<file path="config.mk">
export PLATFORM = sky130hd
export DESIGN_NAME = if_stage
export DESIGN_NICKNAME = d
export VERILOG_FILES = /design/src/rtl/riscv_pkg.sv /design/src/rtl/if_id_reg.sv /design/src/rtl/if_stage.sv
export SDC_FILE = /design/constraint.sdc
export NUM_CORES = 1
export LEC_CHECK = 0
export ABC_AREA = 1
export BUFFER_PORTS_ARGS = -buffer_cell sky130_fd_sc_hd__clkbuf_2
export CORE_AREA = 2 2 100 198
export CTS_CLUSTER_DIAMETER = 30
export DETAILED_ROUTE_END_ITERATION = 8
export DIE_AREA = 0 0 102 200
export GPL_TIMING_DRIVEN = 0
export HOLD_SLACK_MARGIN = 0.15
export PLACE_DENSITY_LB_ADDON = 0.1
export SYNTH_ARGS = -nofsm -noshare
export SYNTH_HDL_FRONTEND = slang
export SYNTH_HIERARCHICAL = 1
export SYNTH_SLANG_ARGS = --single-unit
</file>
<file path="constraint.sdc">
create_clock -name clk -period 1.5 [get_ports clk]
set_input_delay 0.15 -clock clk [delete_from_list [all_inputs] [get_ports clk]]
set_output_delay 0.15 -clock clk [all_outputs]
set_load 0.01 [all_outputs]
</file>
<file path="src/rtl/riscv_pkg.sv">
// Shared constants and types for the instruction-fetch front end.
package riscv_pkg;

  localparam int XLEN = 32;

  localparam logic [31:0] NOP    = 32'h0000_0013;
  localparam logic [31:0] EBREAK = 32'h0010_0073;

  typedef enum logic {
    FETCH = 1'b0,
    HALT  = 1'b1
  } fetch_state_t;

endpackage

</file>
<file path="src/rtl/if_id_reg.sv">
// IF/ID pipeline register: priority flush (bubble) > hold > load.
module if_id_reg
  import riscv_pkg::*;
(
  input  logic            clk,
  input  logic            rstn,
  input  logic            flush,
  input  logic            hold,
  input  logic [XLEN-1:0] pc_in,
  input  logic [XLEN-1:0] pc_plus4_in,
  input  logic [XLEN-1:0] instr_in,
  output logic [XLEN-1:0] pcD,
  output logic [XLEN-1:0] pc_plus4D,
  output logic [XLEN-1:0] instrD,
  output logic            validD
);

  // A bubble keeps the PC fields and only replaces the instruction with a NOP.
  always_ff @(posedge clk) begin
    if (!rstn) begin
      pcD       <= '0;
      pc_plus4D <= '0;
      instrD    <= NOP;
      validD    <= 1'b0;
    end else if (flush) begin
      instrD    <= NOP;
      validD    <= 1'b0;
    end else if (!hold) begin
      pcD       <= pc_in;
      pc_plus4D <= pc_plus4_in;
      instrD    <= instr_in;
      validD    <= 1'b1;
    end
  end

endmodule

</file>
<file path="src/rtl/if_stage.sv">
// Instruction fetch stage: PC register, next-PC selection, FETCH/HALT control
// and the IF/ID register feeding decode.
module if_stage
  import riscv_pkg::*;
#(
  parameter logic [31:0] RESET_PC = 32'h0000_0000,
  parameter int          XLEN     = 32
) (
  input  logic            clk,
  input  logic            rstn,
  input  logic            stallF,
  input  logic            flushD,
  input  logic            redirect_valid,
  input  logic [XLEN-1:0] redirect_pc,
  output logic [XLEN-1:0] imem_addr,
  input  logic [XLEN-1:0] imem_rdata,
  output logic [XLEN-1:0] pcD,
  output logic [XLEN-1:0] pc_plus4D,
  output logic [XLEN-1:0] instrD,
  output logic            validD,
  output logic            halted,
  output logic            misalign_err
);

  fetch_state_t    state;
  logic [XLEN-1:0] pc;
  logic [XLEN-1:0] pc_plus4;
  logic            advance;
  logic            ifid_flush;

  assign imem_addr = pc;
  assign pc_plus4  = pc + 32'd4;

  // PC moves forward only in FETCH with no stall and no redirect.
  assign advance    = (state == FETCH) && !redirect_valid && !stallF;
  // Decode sees a bubble on redirect, explicit flush, or while halted.
  assign ifid_flush = redirect_valid || flushD || (state == HALT);

  // PC register and FETCH/HALT state; halt only when EBREAK actually lands in IF/ID.
  always_ff @(posedge clk) begin
    if (!rstn) begin
      pc           <= RESET_PC;
      state        <= FETCH;
      halted       <= 1'b0;
      misalign_err <= 1'b0;
    end else begin
      misalign_err <= 1'b0;
      if (redirect_valid) begin
        pc           <= {redirect_pc[XLEN-1:2], 2'b00};
        state        <= FETCH;
        halted       <= 1'b0;
        misalign_err <= |redirect_pc[1:0];
      end else if (advance) begin
        pc <= pc_plus4;
        if (!flushD && (imem_rdata == EBREAK)) begin
          state  <= HALT;
          halted <= 1'b1;
        end
      end
    end
  end

  if_id_reg u_if_id_reg (
    .clk         (clk),
    .rstn        (rstn),
    .flush       (ifid_flush),
    .hold        (stallF),
    .pc_in       (pc),
    .pc_plus4_in (pc_plus4),
    .instr_in    (imem_rdata),
    .pcD         (pcD),
    .pc_plus4D   (pc_plus4D),
    .instrD      (instrD),
    .validD      (validD)
  );

endmodule

</file>
# Yosys cells after proc, flatten, opt, wreduce, memory -nomap -nowiden
# Cells that the tools add are included.
# word_totals
out_inout_bits,131
regBits,131
# op_classes
bitwise,4
n_reduce_logical,15
muxes,2
n_eq_ne,1
add_sub_neg,1
# ops
op,n
$mux 32,2
$add 32x3->32 const B,1
$eq 32x21->1 const B,1
$reduce_and 2->1,3
$reduce_or 2->1,3
$not 1->1,4
$logic_and 1x1->1,3
$logic_not 1->1,3
$logic_or 1x1->1,2
$reduce_bool 2->1,1

# Depth between registers and ports, before layout
# Gate-level depths: netlist of run 1.
# logic_depth
word_depth,5
mapped_depth,12
mapped_depth_nobuf,12

# By module
# The synthesis of run 1 kept the hierarchy.
# modules_own_cells
mod,seq_area_each_um2,area_each_um2,instances,cells_per_inst
if_id_reg,1941.9,3807.4,1,551
if_stage,640.6,2290.9,1,353

# Worst setup path before layout of run 1
# No wires, ideal clock.
# synth_timing
path_type,reg2reg
from,register pc[3] (netlist: imem_addr[3])
to,register u_if_id_reg.pc_plus4D[26]
setup_slack_ns,-0.054
setup_ns,0.113
stages_incl_launch_ff,13
arrival_ns,1.441
required_ns,1.387
cell_sequence,dfxtp_1 -> ha_1 -> nand2_1 -> nor2_2 -> nand2_2 -> nor2_4 -> nand2_1 -> nand2_1 -> nand2_1 -> inv_1 -> nand2_1 -> nand2_1 -> nor2_1
# synth_between
elab_chain_cells,1
# synth_lines
element,line_no,source
start: declaration,if_stage.sv:26,logic [XLEN-1:0] pc;
start signal: assignment,if_stage.sv:49,"pc <= {redirect_pc[XLEN-1:2], 2'b00};"
start signal: assignment,if_stage.sv:54,pc <= pc_plus4;
$add 32x3->32,if_stage.sv:32,assign pc_plus4 = pc + 32'd4;
via pc_plus4[26],if_stage.sv:27,logic [XLEN-1:0] pc_plus4;
end signal: assignment,if_id_reg.sv:30,pc_plus4D <= pc_plus4_in;
end: declaration,if_id_reg.sv:13,"output logic [XLEN-1:0] pc_plus4D,"
# The timed path passes the listed nets, and every way through them passes these cells.
# A chain may end at the register's enable or synchronous reset.

# Worst setup path in the final report of run 1
# layout_timing
from,register pc[2] (netlist: imem_addr[2])
to,register u_if_id_reg.pc_plus4D[17]
# The elaborated chain is that of the path after synthesis.

==> impl_metrics.yaml, run 1 <==
run_status:
  status: "finished with violations"
  violations: "negative setup slack"
cts:
  clockBufferDepth: 2
  htreeDepth: 4
  cts.clk_slew.worst_paths_ns: 0.06
  worstSkewPairLatency_ns: 0.43
  root_buffer: "clkbuf_16"
  cts_buffers: 17
  clock_sinks: 129
  cts_tree: "done"
flow_run:
  cap_viol_max_count: 0
synth:
  async_flop_share: 0
  synth_edf_count: 0
  yosys.area_share.simple: 0.362
  synth_area_um2: 6100
  synth_top_area_share: 0.423
  synth_compound_area_frac: 0.0778
  synth_top_cells_by_area: "dfxtp_1, nand2_1, nor2_1"
  synth_top_family_by_area: "simple AND/OR/NAND/NOR gates"
  ys.flop_type: "dfxtp_1"
  synthCells: 904
  yosys.area.top_type: "dfxtp_1"
  avgSynthCellArea_um2: 6.75
  synth_adder_area_share: 0.00205
  synth_seq_cells: 129
  synth_mux_area_frac: 0
  seq_area_frac_synth: 0.423
  yosys_warnings: 6
  ys_types: 30
  synth_xor_area_frac: 0.0289
  yosys-top-cells-count: "nand2_1, nor2_1, dfxtp_1"
  yosysMostFrequentCell: "nand2_1"
critical_path:
  path_max_fanout: 5
  critPathLaunchType: "flip-flop"
  r2r_slack_ns: -0.14
  reg2regPathDepth: 10
  crit_arrival_ns: 2.00
  path_class: "flip-flop to flip-flop"
  worstReg2RegStart: "imem_addr[2]$_SDFFE_PN0P_"
  crit_required_ns: 1.86
  rr_endpoint: "u_if_id_reg/pc_plus4D[17]$_SDFFE_PN0P_"
  cp-end-kind: "flip-flop"
finish:
  drive_above_1_share: 0.334
  multi_input_area_um2: 3210
  design_area_um2: 9350
  final_nets: 1288
  fillers: 1953
  diodes: 0
  syn_to_final_growth_pct: 53.3
  seqCellArea_um2: 2670
timing:
  fin_crit_sh: 1.09
  rsz0062_at_grt: "true"
  maxClockFrequency_mhz: 611
  setup_viol: 24
  fin_hold_ws_ns: 0.176
  worst_pin_slew_ns: 0.777
  slew_headroom: 0.482
  setup_ws_ns: -0.137
  hold_viol: 0
  final.setup.tns_ns: -0.904
  finalClockSkew_ns: 0.0129
  fin_crit_ns: 1.64
  slew_violations: 0
detailed_routing:
  remaining_drc_errors: 0
  wire_per_inst_um: 14.7
  first_iter_violations: 168
  drtPass1Iterations: 4
  routed_wl_um: 21900
  vias: 6581
  ant_nets: 0
  vias_per_cell: 4.43
power:
  powerDensity_nw_per_um2: 1010
  p_leak_nw: 4.27
  ir_drop_v: 0.000677
hold_path:
  hold_depth: 5
  hp-class: "input pin to flip-flop"
  min-delay-start: "flushD"
  min_to: "u_if_id_reg/instrD[4]$_SDFFE_PP1N_"
floorplan:
  row_count: 71
  die_y_um: 200
  ios: 200
  coreArea_um2: 18800
  initial_core_util: 0.324
  die-area_um2: 20400
  die_width_um: 102
global_routing:
  grt_pass1_vias: 6528
  gr-total-overflow: 0
  grt_first_pass_wirelength_um: 33900
  antenna_found_initial: 0
  grt_max_degree: 17
  track_usage: 0.219
place:
  hpwl_um: 16700
  placement.cell_area_um2: 7430
  numPortBuffers: 197
  gp_congestion: 0.925
stage by stage:
stage / cells / worst slack, ns / power [W] / utilization
2_1_floorplan: 909 / 0.00611 / 0.00440 / -
3_3_place_gp: 1361 / -0.292 / 0.00488 / 0.394
3_5_place_dp: 1361 / -0.299 / 0.00489 / 0.394
4_1_cts: 1475 / -0.0817 / 0.00949 / 0.479
5_1_grt: 1485 / -0.204 / 0.00986 / 0.496
6_report: 1485 / -0.137 / 0.00945 / 0.496
flip-flops by register name, summed over array words and instances, names as in the netlist:
name,count
u_if_id_reg/validD,1
misalign_err,1
imem_addr,30
state,1
u_if_id_reg/pc_plus4D,32
u_if_id_reg/instrD,32
u_if_id_reg/pcD,32
logic make-up after synthesis:
logic type | after synthesis
buffers and inverters | 136
other | 1
flip-flops | 129
adder cells (fa/ha/maj) | 1
AO/OA/AOI/OAI | 82
XOR/XNOR | 15
AND/OR/NAND/NOR | 540
where the power goes:
part / leakage (nW) / internal (W) / switching [W]
Combinational: 2.90 / 0.000595 / 0.000707
Clock: 0.299 / 0.00285 / 0.00155
Sequential: 1.07 / 0.00358 / 0.000171
layer usage:
layer | global-route usage | wire (µm) | part of all wire | vias up
met5 | 0 | 0 | 0 | -
met4 | 0.118 | 936 | 0.043 | 0
met3 | 0.0453 | 1000 | 0.046 | 49
met2 | 0.423 | 12400 | 0.57 | 191
met1 | 0.208 | 7510 | 0.34 | 2960
li1 | - | - | - | 3381
final cells by class:
| cell class | count | share of cell area |
|---|---|---|
| sequential | 129 | 0.286 |
| clock buffer | 21 | 0.0493 |
| inverter | 91 | 0.0369 |
| multi-input combinational | 644 | 0.344 |
| clock inverter | 10 | 0.0170 |
| buffer | 45 | 0.0337 |
| timing repair buffer | 290 | 0.200 |
| tap | 255 | 0.0341 |
worst max-delay path, stage by stage (launching register included):
cell and delay, ns:
dfxtp_4 0.39, clkinvlp_4 0.15, nor2_8 0.16, nand2_4 0.09, nor2_4 0.22, buf_6 0.14, xor2_2 0.13, inv_1 0.08
nand2_1 0.08, nand2_1 0.05, nor2_1 0.08
how the worst max path moves through the flow:
stage                               from  slack, ns  depth (start not counted)                                      to
4_1_cts        imem_addr[2]$_SDFFE_PN0P_      -0.08                         10  u_if_id_reg/pc_plus4D[14]$_SDFFE_PN0P_
3_5_place_dp   imem_addr[2]$_SDFFE_PN0P_      -0.30                         12  u_if_id_reg/pc_plus4D[28]$_SDFFE_PN0P_
3_3_place_gp   imem_addr[9]$_SDFFE_PN0P_      -0.29                         10  u_if_id_reg/pc_plus4D[25]$_SDFFE_PN0P_
5_1_grt        imem_addr[2]$_SDFFE_PN0P_      -0.20                         10  u_if_id_reg/pc_plus4D[17]$_SDFFE_PN0P_
2_1_floorplan  imem_addr[9]$_SDFFE_PN0P_      0.006                         10  u_if_id_reg/pc_plus4D[25]$_SDFFE_PN0P_
6_report       imem_addr[2]$_SDFFE_PN0P_      -0.14                         10  u_if_id_reg/pc_plus4D[17]$_SDFFE_PN0P_
repair_timing:
item,CTS,global route
pin swaps,34,36
resized for setup,73,72
hold endpoints to repair,64,0
hold buffers,67,0
setup buffers,16,10
setup endpoints to repair,52,55
layout by cell type, fill, tap and decap left out, types with 7 or more instances in the layout:
cell,instances
nand2_1,288
clkbuf_2,198
nor2_1,154
dfxtp_1,102
inv_1,81
dlygate4sd3_1,66
a21oi_1,43
nand2_2,32
buf_4,27
a22oi_1,21
dfxtp_4,21
buf_6,18
clkbuf_16,17
nor2_2,14
nor2_4,12
clkbuf_1,11
nand3_1,10
inv_2,9
nand3b_1,8
xor2_2,8
a21oi_2,8
buf_2,8
a31oi_1,7
(Power assumes the default switching activity.)
==> run 2: changes to the inputs <==
--- a/config.mk
+++ b/config.mk
@@ -7,10 +7,11 @@
 export LEC_CHECK = 0
 export ABC_AREA = 1
 export BUFFER_PORTS_ARGS = -buffer_cell sky130_fd_sc_hd__clkbuf_2
-export CORE_AREA = 2 2 100 198
+export CORE_AREA = 2 2 128 154
+export CTS_BUF_LIST = sky130_fd_sc_hd__clkbuf_4 sky130_fd_sc_hd__clkbuf_8
 export CTS_CLUSTER_DIAMETER = 30
 export DETAILED_ROUTE_END_ITERATION = 8
-export DIE_AREA = 0 0 102 200
+export DIE_AREA = 0 0 130 156
 export GPL_TIMING_DRIVEN = 0
 export HOLD_SLACK_MARGIN = 0.15
 export PLACE_DENSITY_LB_ADDON = 0.1
==> impl_metrics.yaml, run 2 (synthesized netlist as in run 1, its figures left out) <==
run_status:
  status: "finished with violations"
  violations: "negative setup slack"
hold_path:
  hp-class: "input pin to flip-flop"
global_routing:
  grt_max_degree: 17
  grt_first_pass_wirelength_um: 31700
  antenna_found_initial: 0
  gr-total-overflow: 0
  grt_pass1_vias: 6355
  track_usage: 0.201
finish:
  post-route-util: 0.485
  diodes: 0
  final_cell_mix: "nand2_1, clkbuf_2, nor2_1, dfxtp_1, inv_1"
  fillers: 2007
  drive_above_1_share: 0.316
  syn_to_final_growth_pct: 49.4
  final_common_cell: "nand2_1"
  reg_top3: "u_if_id_reg/instrD x32, u_if_id_reg/pcD x32, u_if_id_reg/pc_plus4D x32"
  design_area_um2: 9110
  final_nets: 1298
  layout.cells.non_filler: 1496
timing:
  final.setup.tns_ns: -0.0650
  slew_headroom: 0.588
  setup_ws_ns: -0.0278
  setup_viol: 4
  slew_violations: 0
  rsz0062_at_grt: "true"
  fin_crit_ns: 1.53
  finalClockSkew_ns: 0.00952
  maxClockFrequency_mhz: 655
  fin_crit_sh: 1.02
  worst_pin_slew_ns: 0.618
  hold_viol: 0
floorplan:
  die-area_um2: 20300
  die_y_um: 156
  row_count: 55
  coreArea_um2: 18800
  ios: 200
  initial_core_util: 0.325
  die_width_um: 130
critical_path:
  path_max_fanout: 5
  crit_required_ns: 1.88
  critPathTopFamily: "simple AND/OR/NAND/NOR gates"
  path_class: "flip-flop to flip-flop"
  crit_buf_inv: 3
  cp-end-kind: "flip-flop"
  critPathLaunchType: "flip-flop"
  crit_arrival_ns: 1.91
  critical_path.slowest_cell: "dfxtp_4"
  cp_cell_sequence: "inv_1, nor2_8, nand2_4, nor2_4, buf_6, xor2_2, inv_1, nand2_1, nand2_1, nor2_1"
  max_stage_delay_ns: 0.38
detailed_routing:
  first_iter_violations: 227
  vias_per_cell: 4.30
  remaining_drc_errors: 0
  vias: 6429
  wire_per_inst_um: 13.5
  ant_nets: 0
  drtPass1Iterations: 4
  routed_wl_um: 20200
cts:
  clockBufferDepth: 2
  worstSkewPairLatency_ns: 0.44
  cts_tree: "done"
  cts.clk_slew.worst_paths_ns: 0.07
  htreeDepth: 4
  root_buffer: "clkbuf_8"
  cts_buffers: 17
  clock_sinks: 129
place:
  dp_slack_ns: -0.251
  placement.cell_area_um2: 7430
  numPortBuffers: 197
  hpwl_um: 15000
  dp.cells: 1362
  gp_congestion: 0.814
power:
  powerDensity_nw_per_um2: 909
  ir_drop_v: 0.000438
  power_frac_clock: 0.394
  pwr-share-comb: 0.157
  p_switching_w: 0.00220
  p_sw_frac: 0.266
  p_int_w: 0.00608
  p_leak_nw: 4.22
  seqPwrFrac: 0.449
flow_run:
  cap_viol_max_count: 0
run 2: cell types whose count changed in the layout (fill, tap and decap cells not counted), moves of 4 or more:
cell	delta
a21oi_1	+6
inv_2	-4
clkbuf_16	-17
buf_4	+10
inv_1	+5
clkbuf_4	+5
nand2_2	-13
nor2_2	-7
nor2_1	+4
nand2_1	+13
a21oi_2	-6
clkbuf_8	+19
run 2: layout make-up:
class	instances	area, µm²	area share
Clock inverter	5	100	0.0110
Sequential cell	129	2670	0.293
Inverter	91	342	0.0375
Multi-Input combinational cell	644	3090	0.340
Timing Repair Buffer	300	1940	0.213
Buffer	45	319	0.0350
Tap cell	256	320	0.0352
Clock buffer	26	327	0.0359
run 2: metal layers:
metal | vias up | GRT usage | share of wire
li1 | 3399 | - | -
met1 | 2855 | 0.228 | 0.42
met2 | 156 | 0.365 | 0.50
met3 | 19 | 0.0504 | 0.055
met4 | 0 | 0.0614 | 0.016
met5 | - | 0 | 0
run 2: tightest hold or removal path: cells and delay by family:
family        cells  cell delay [ns]
simple gates      3             0.31
buf+inv           2             0.13
run 2: final timing paths:
check / slack [ns] / to / depth (start not counted) / from
worst max-delay path: -0.03 / u_if_id_reg/pc_plus4D[17]$_SDFFE_PN0P_ / 10 / imem_addr[2]$_SDFFE_PN0P_
worst min-delay path: 0.18 / u_if_id_reg/instrD[1]$_SDFFE_PP1N_ / 5 / flushD
worst max register to register: -0.03 / u_if_id_reg/pc_plus4D[17]$_SDFFE_PN0P_ / 10 / imem_addr[2]$_SDFFE_PN0P_
worst min register to register: 0.47 / u_if_id_reg/instrD[18]$_SDFFE_PP0N_ / 2 / u_if_id_reg/instrD[18]$_SDFFE_PP0N_
run 2: power groups by stage:
stage,Clock [W],Sequential (W),Combinational (W)
2_1_floorplan,0,0.00385,0.000547
3_3_place_gp,0,0.00382,0.00104
3_5_place_dp,0,0.00382,0.00104
4_1_cts,0.00336,0.00372,0.00125
5_1_grt,0.00351,0.00374,0.00146
6_report,0.00326,0.00372,0.00130
run 2: stage by stage:
| stage | power, W | hold WS [ns] |
|---|---|---|
| 6_report | 0.00828 | 0.184 |
| 5_1_grt | 0.00872 | 0.203 |
| 4_1_cts | 0.00834 | 0.167 |
| 3_5_place_dp | 0.00486 | 0.383 |
| 3_3_place_gp | 0.00486 | 0.382 |
| 2_1_floorplan | 0.00440 | 0.248 |
run 2: timing repair:
item / 4_1_cts / 5_1_grt
endpoints found under the setup margin: 49 / 47
pin swaps: 14 / 26
setup buffers: 24 / 12
resized for setup: 57 / 56
hold buffers: 68 / 0
endpoints found under the hold margin: 64 / 0
==> run 3: changes to the inputs <==
--- a/config.mk
+++ b/config.mk
@@ -15,6 +15,7 @@
 export GPL_TIMING_DRIVEN = 0
 export HOLD_SLACK_MARGIN = 0.15
 export PLACE_DENSITY_LB_ADDON = 0.1
+export SKIP_LAST_GASP = 1
 export SYNTH_ARGS = -nofsm -noshare
 export SYNTH_HDL_FRONTEND = slang
 export SYNTH_HIERARCHICAL = 1
==> impl_metrics.yaml, run 3 (synthesized netlist as in run 1, its figures left out) <==
timing:
  slew_violations: 0
  slew_headroom: 0.592
  hold_viol: 0
  maxClockFrequency_mhz: 645
  finalClockSkew_ns: 0.00669
  fin_crit_ns: 1.55
  fin_hold_ws_ns: 0.185
  rsz0062_at_grt: "true"
  fin_crit_sh: 1.03
  worst_pin_slew_ns: 0.612
  setup_viol: 4
  setup_ws_ns: -0.0494
critical_path:
  cp_cell_sequence: "inv_1, nor2_8, nand2_4, nor2_4, nand3_1, and2_1, inv_1, nand2_1, nand2_1, nor2_1"
  crit_required_ns: 1.84
  crit_arrival_ns: 1.89
  cp-end-kind: "flip-flop"
  max_stage_delay_ns: 0.38
  path_class: "flip-flop to flip-flop"
  critical_path.slowest_cell: "dfxtp_4"
  critPathLaunchType: "flip-flop"
  path_max_fanout: 5
flow_run:
  cap_viol_max_count: 0
run_status:
  violations: "negative setup slack"
  status: "finished with violations"
detailed_routing:
  remaining_drc_errors: 0
  vias_per_cell: 4.30
  maxUsedRoutingLayer: "met4"
  drtPass1Iterations: 5
  routed_wl_um: 20100
  met2WireLength_um: 10100
  route.met3.wl_um: 1190
  wire_per_inst_um: 13.4
  first_iter_violations: 233
  met1_length_um: 8520
  vias: 6430
  ant_nets: 0
hold_path:
  hp-class: "input pin to flip-flop"
floorplan:
  initial_core_util: 0.325
  row_count: 55
  coreArea_um2: 18800
  die_width_um: 130
  die_y_um: 156
  ios: 200
  die-area_um2: 20300
global_routing:
  track_usage: 0.201
  grt_pass1_vias: 6350
  grt_first_pass_wirelength_um: 31700
  grt_max_degree: 17
  gr-total-overflow: 0
  antenna_found_initial: 0
cts:
  cts_buffers: 17
  cts_tree: "done"
  root_buffer: "clkbuf_8"
  htreeDepth: 4
  clockBufferDepth: 2
  cts.clk_slew.worst_paths_ns: 0.07
  worstSkewPairLatency_ns: 0.44
  clock_sinks: 129
place:
  gp_congestion: 0.814
  numPortBuffers: 197
  hpwl_um: 15000
finish:
  diodes: 0
  drive_above_1_share: 0.313
  syn_to_final_growth_pct: 48.6
  reg_top3: "u_if_id_reg/instrD x32, u_if_id_reg/pcD x32, u_if_id_reg/pc_plus4D x32"
  final_common_cell: "nand2_1"
  fillers: 2002
  final_cell_mix: "nand2_1, clkbuf_2, nor2_1, dfxtp_1, inv_1"
  final_nets: 1297
power:
  ir_drop_v: 0.000440
  p_leak_nw: 4.21
  total_power_w: 0.00828
  powerDensity_nw_per_um2: 913
[run 3: cell count changes in the layout (fill, tap and decap cells not counted), sizes merged]
cell  before  now
buf       68   67
[run 3: final timing paths]
kind	endpoint	depth (start not counted)	from	slack (ns)
worst max-delay path	u_if_id_reg/pc_plus4D[25]$_SDFFE_PN0P_	10	imem_addr[2]$_SDFFE_PN0P_	-0.05
worst min-delay path	u_if_id_reg/instrD[1]$_SDFFE_PP1N_	5	flushD	0.19
worst max register to register	u_if_id_reg/pc_plus4D[25]$_SDFFE_PN0P_	10	imem_addr[2]$_SDFFE_PN0P_	-0.05
worst min register to register	u_if_id_reg/instrD[18]$_SDFFE_PP0N_	2	u_if_id_reg/instrD[18]$_SDFFE_PP0N_	0.47
[run 3: area by class of cell]
| type | count | area, µm² | share of cell area |
|---|---|---|---|
| Clock buffer | 26 | 327 | 0.0360 |
| Timing Repair Buffer | 299 | 1930 | 0.213 |
| Buffer | 45 | 315 | 0.0348 |
| Inverter | 91 | 342 | 0.0377 |
| Tap cell | 256 | 320 | 0.0353 |
| Clock inverter | 5 | 100 | 0.0110 |
| Multi-Input combinational cell | 644 | 3060 | 0.338 |
| Sequential cell | 129 | 2670 | 0.294 |
[run 3: timing repair]
| action | in CTS | in global routing |
|---|---|---|
| pin swaps | 14 | 28 |
| resized for setup | 52 | 52 |
| hold endpoints to repair | 64 | 0 |
| endpoints found under the setup margin | 49 | 48 |
| hold buffers | 68 | 0 |
| setup buffers | 24 | 10 |
[run 3: critical path, delay by kind of cell (launching register included)]
family | cells | cell delay (ns)
buffers and inverters | 2 | 0.16
and+or+nand+nor | 8 | 0.90
DFF | 1 | 0.38
[run 3: through the flow]
| stage | utilization | cell area, µm² | instances | setup slack [ns] | TNS (ns) |
|---|---|---|---|---|---|
| CTS | 0.470 | 8840 | 1485 | -0.0154 | -0.0597 |
| detailed placement | 0.395 | 7430 | 1362 | -0.251 | -5.12 |
| finish | 0.482 | 9060 | 1495 | -0.0494 | -0.126 |
| global placement | 0.395 | 7430 | 1362 | -0.252 | -4.75 |
| floorplan | - | 6120 | 909 | 0.00611 | 0 |
| global route | 0.482 | 9060 | 1495 | -0.175 | -2.43 |
[run 3: power breakdown]
part	internal (W)	switching, W
Sequential	0.00357	0.000147
Clock	0.00190	0.00136
Combinational	0.000598	0.000693
Total	0.00608	0.00220
[run 3: layer usage]
metal | vias up | track usage
li1 | 3402 | -
met4 | 0 | 0.0614
met1 | 2847 | 0.228
met5 | - | 0
met2 | 162 | 0.364
met3 | 19 | 0.0504
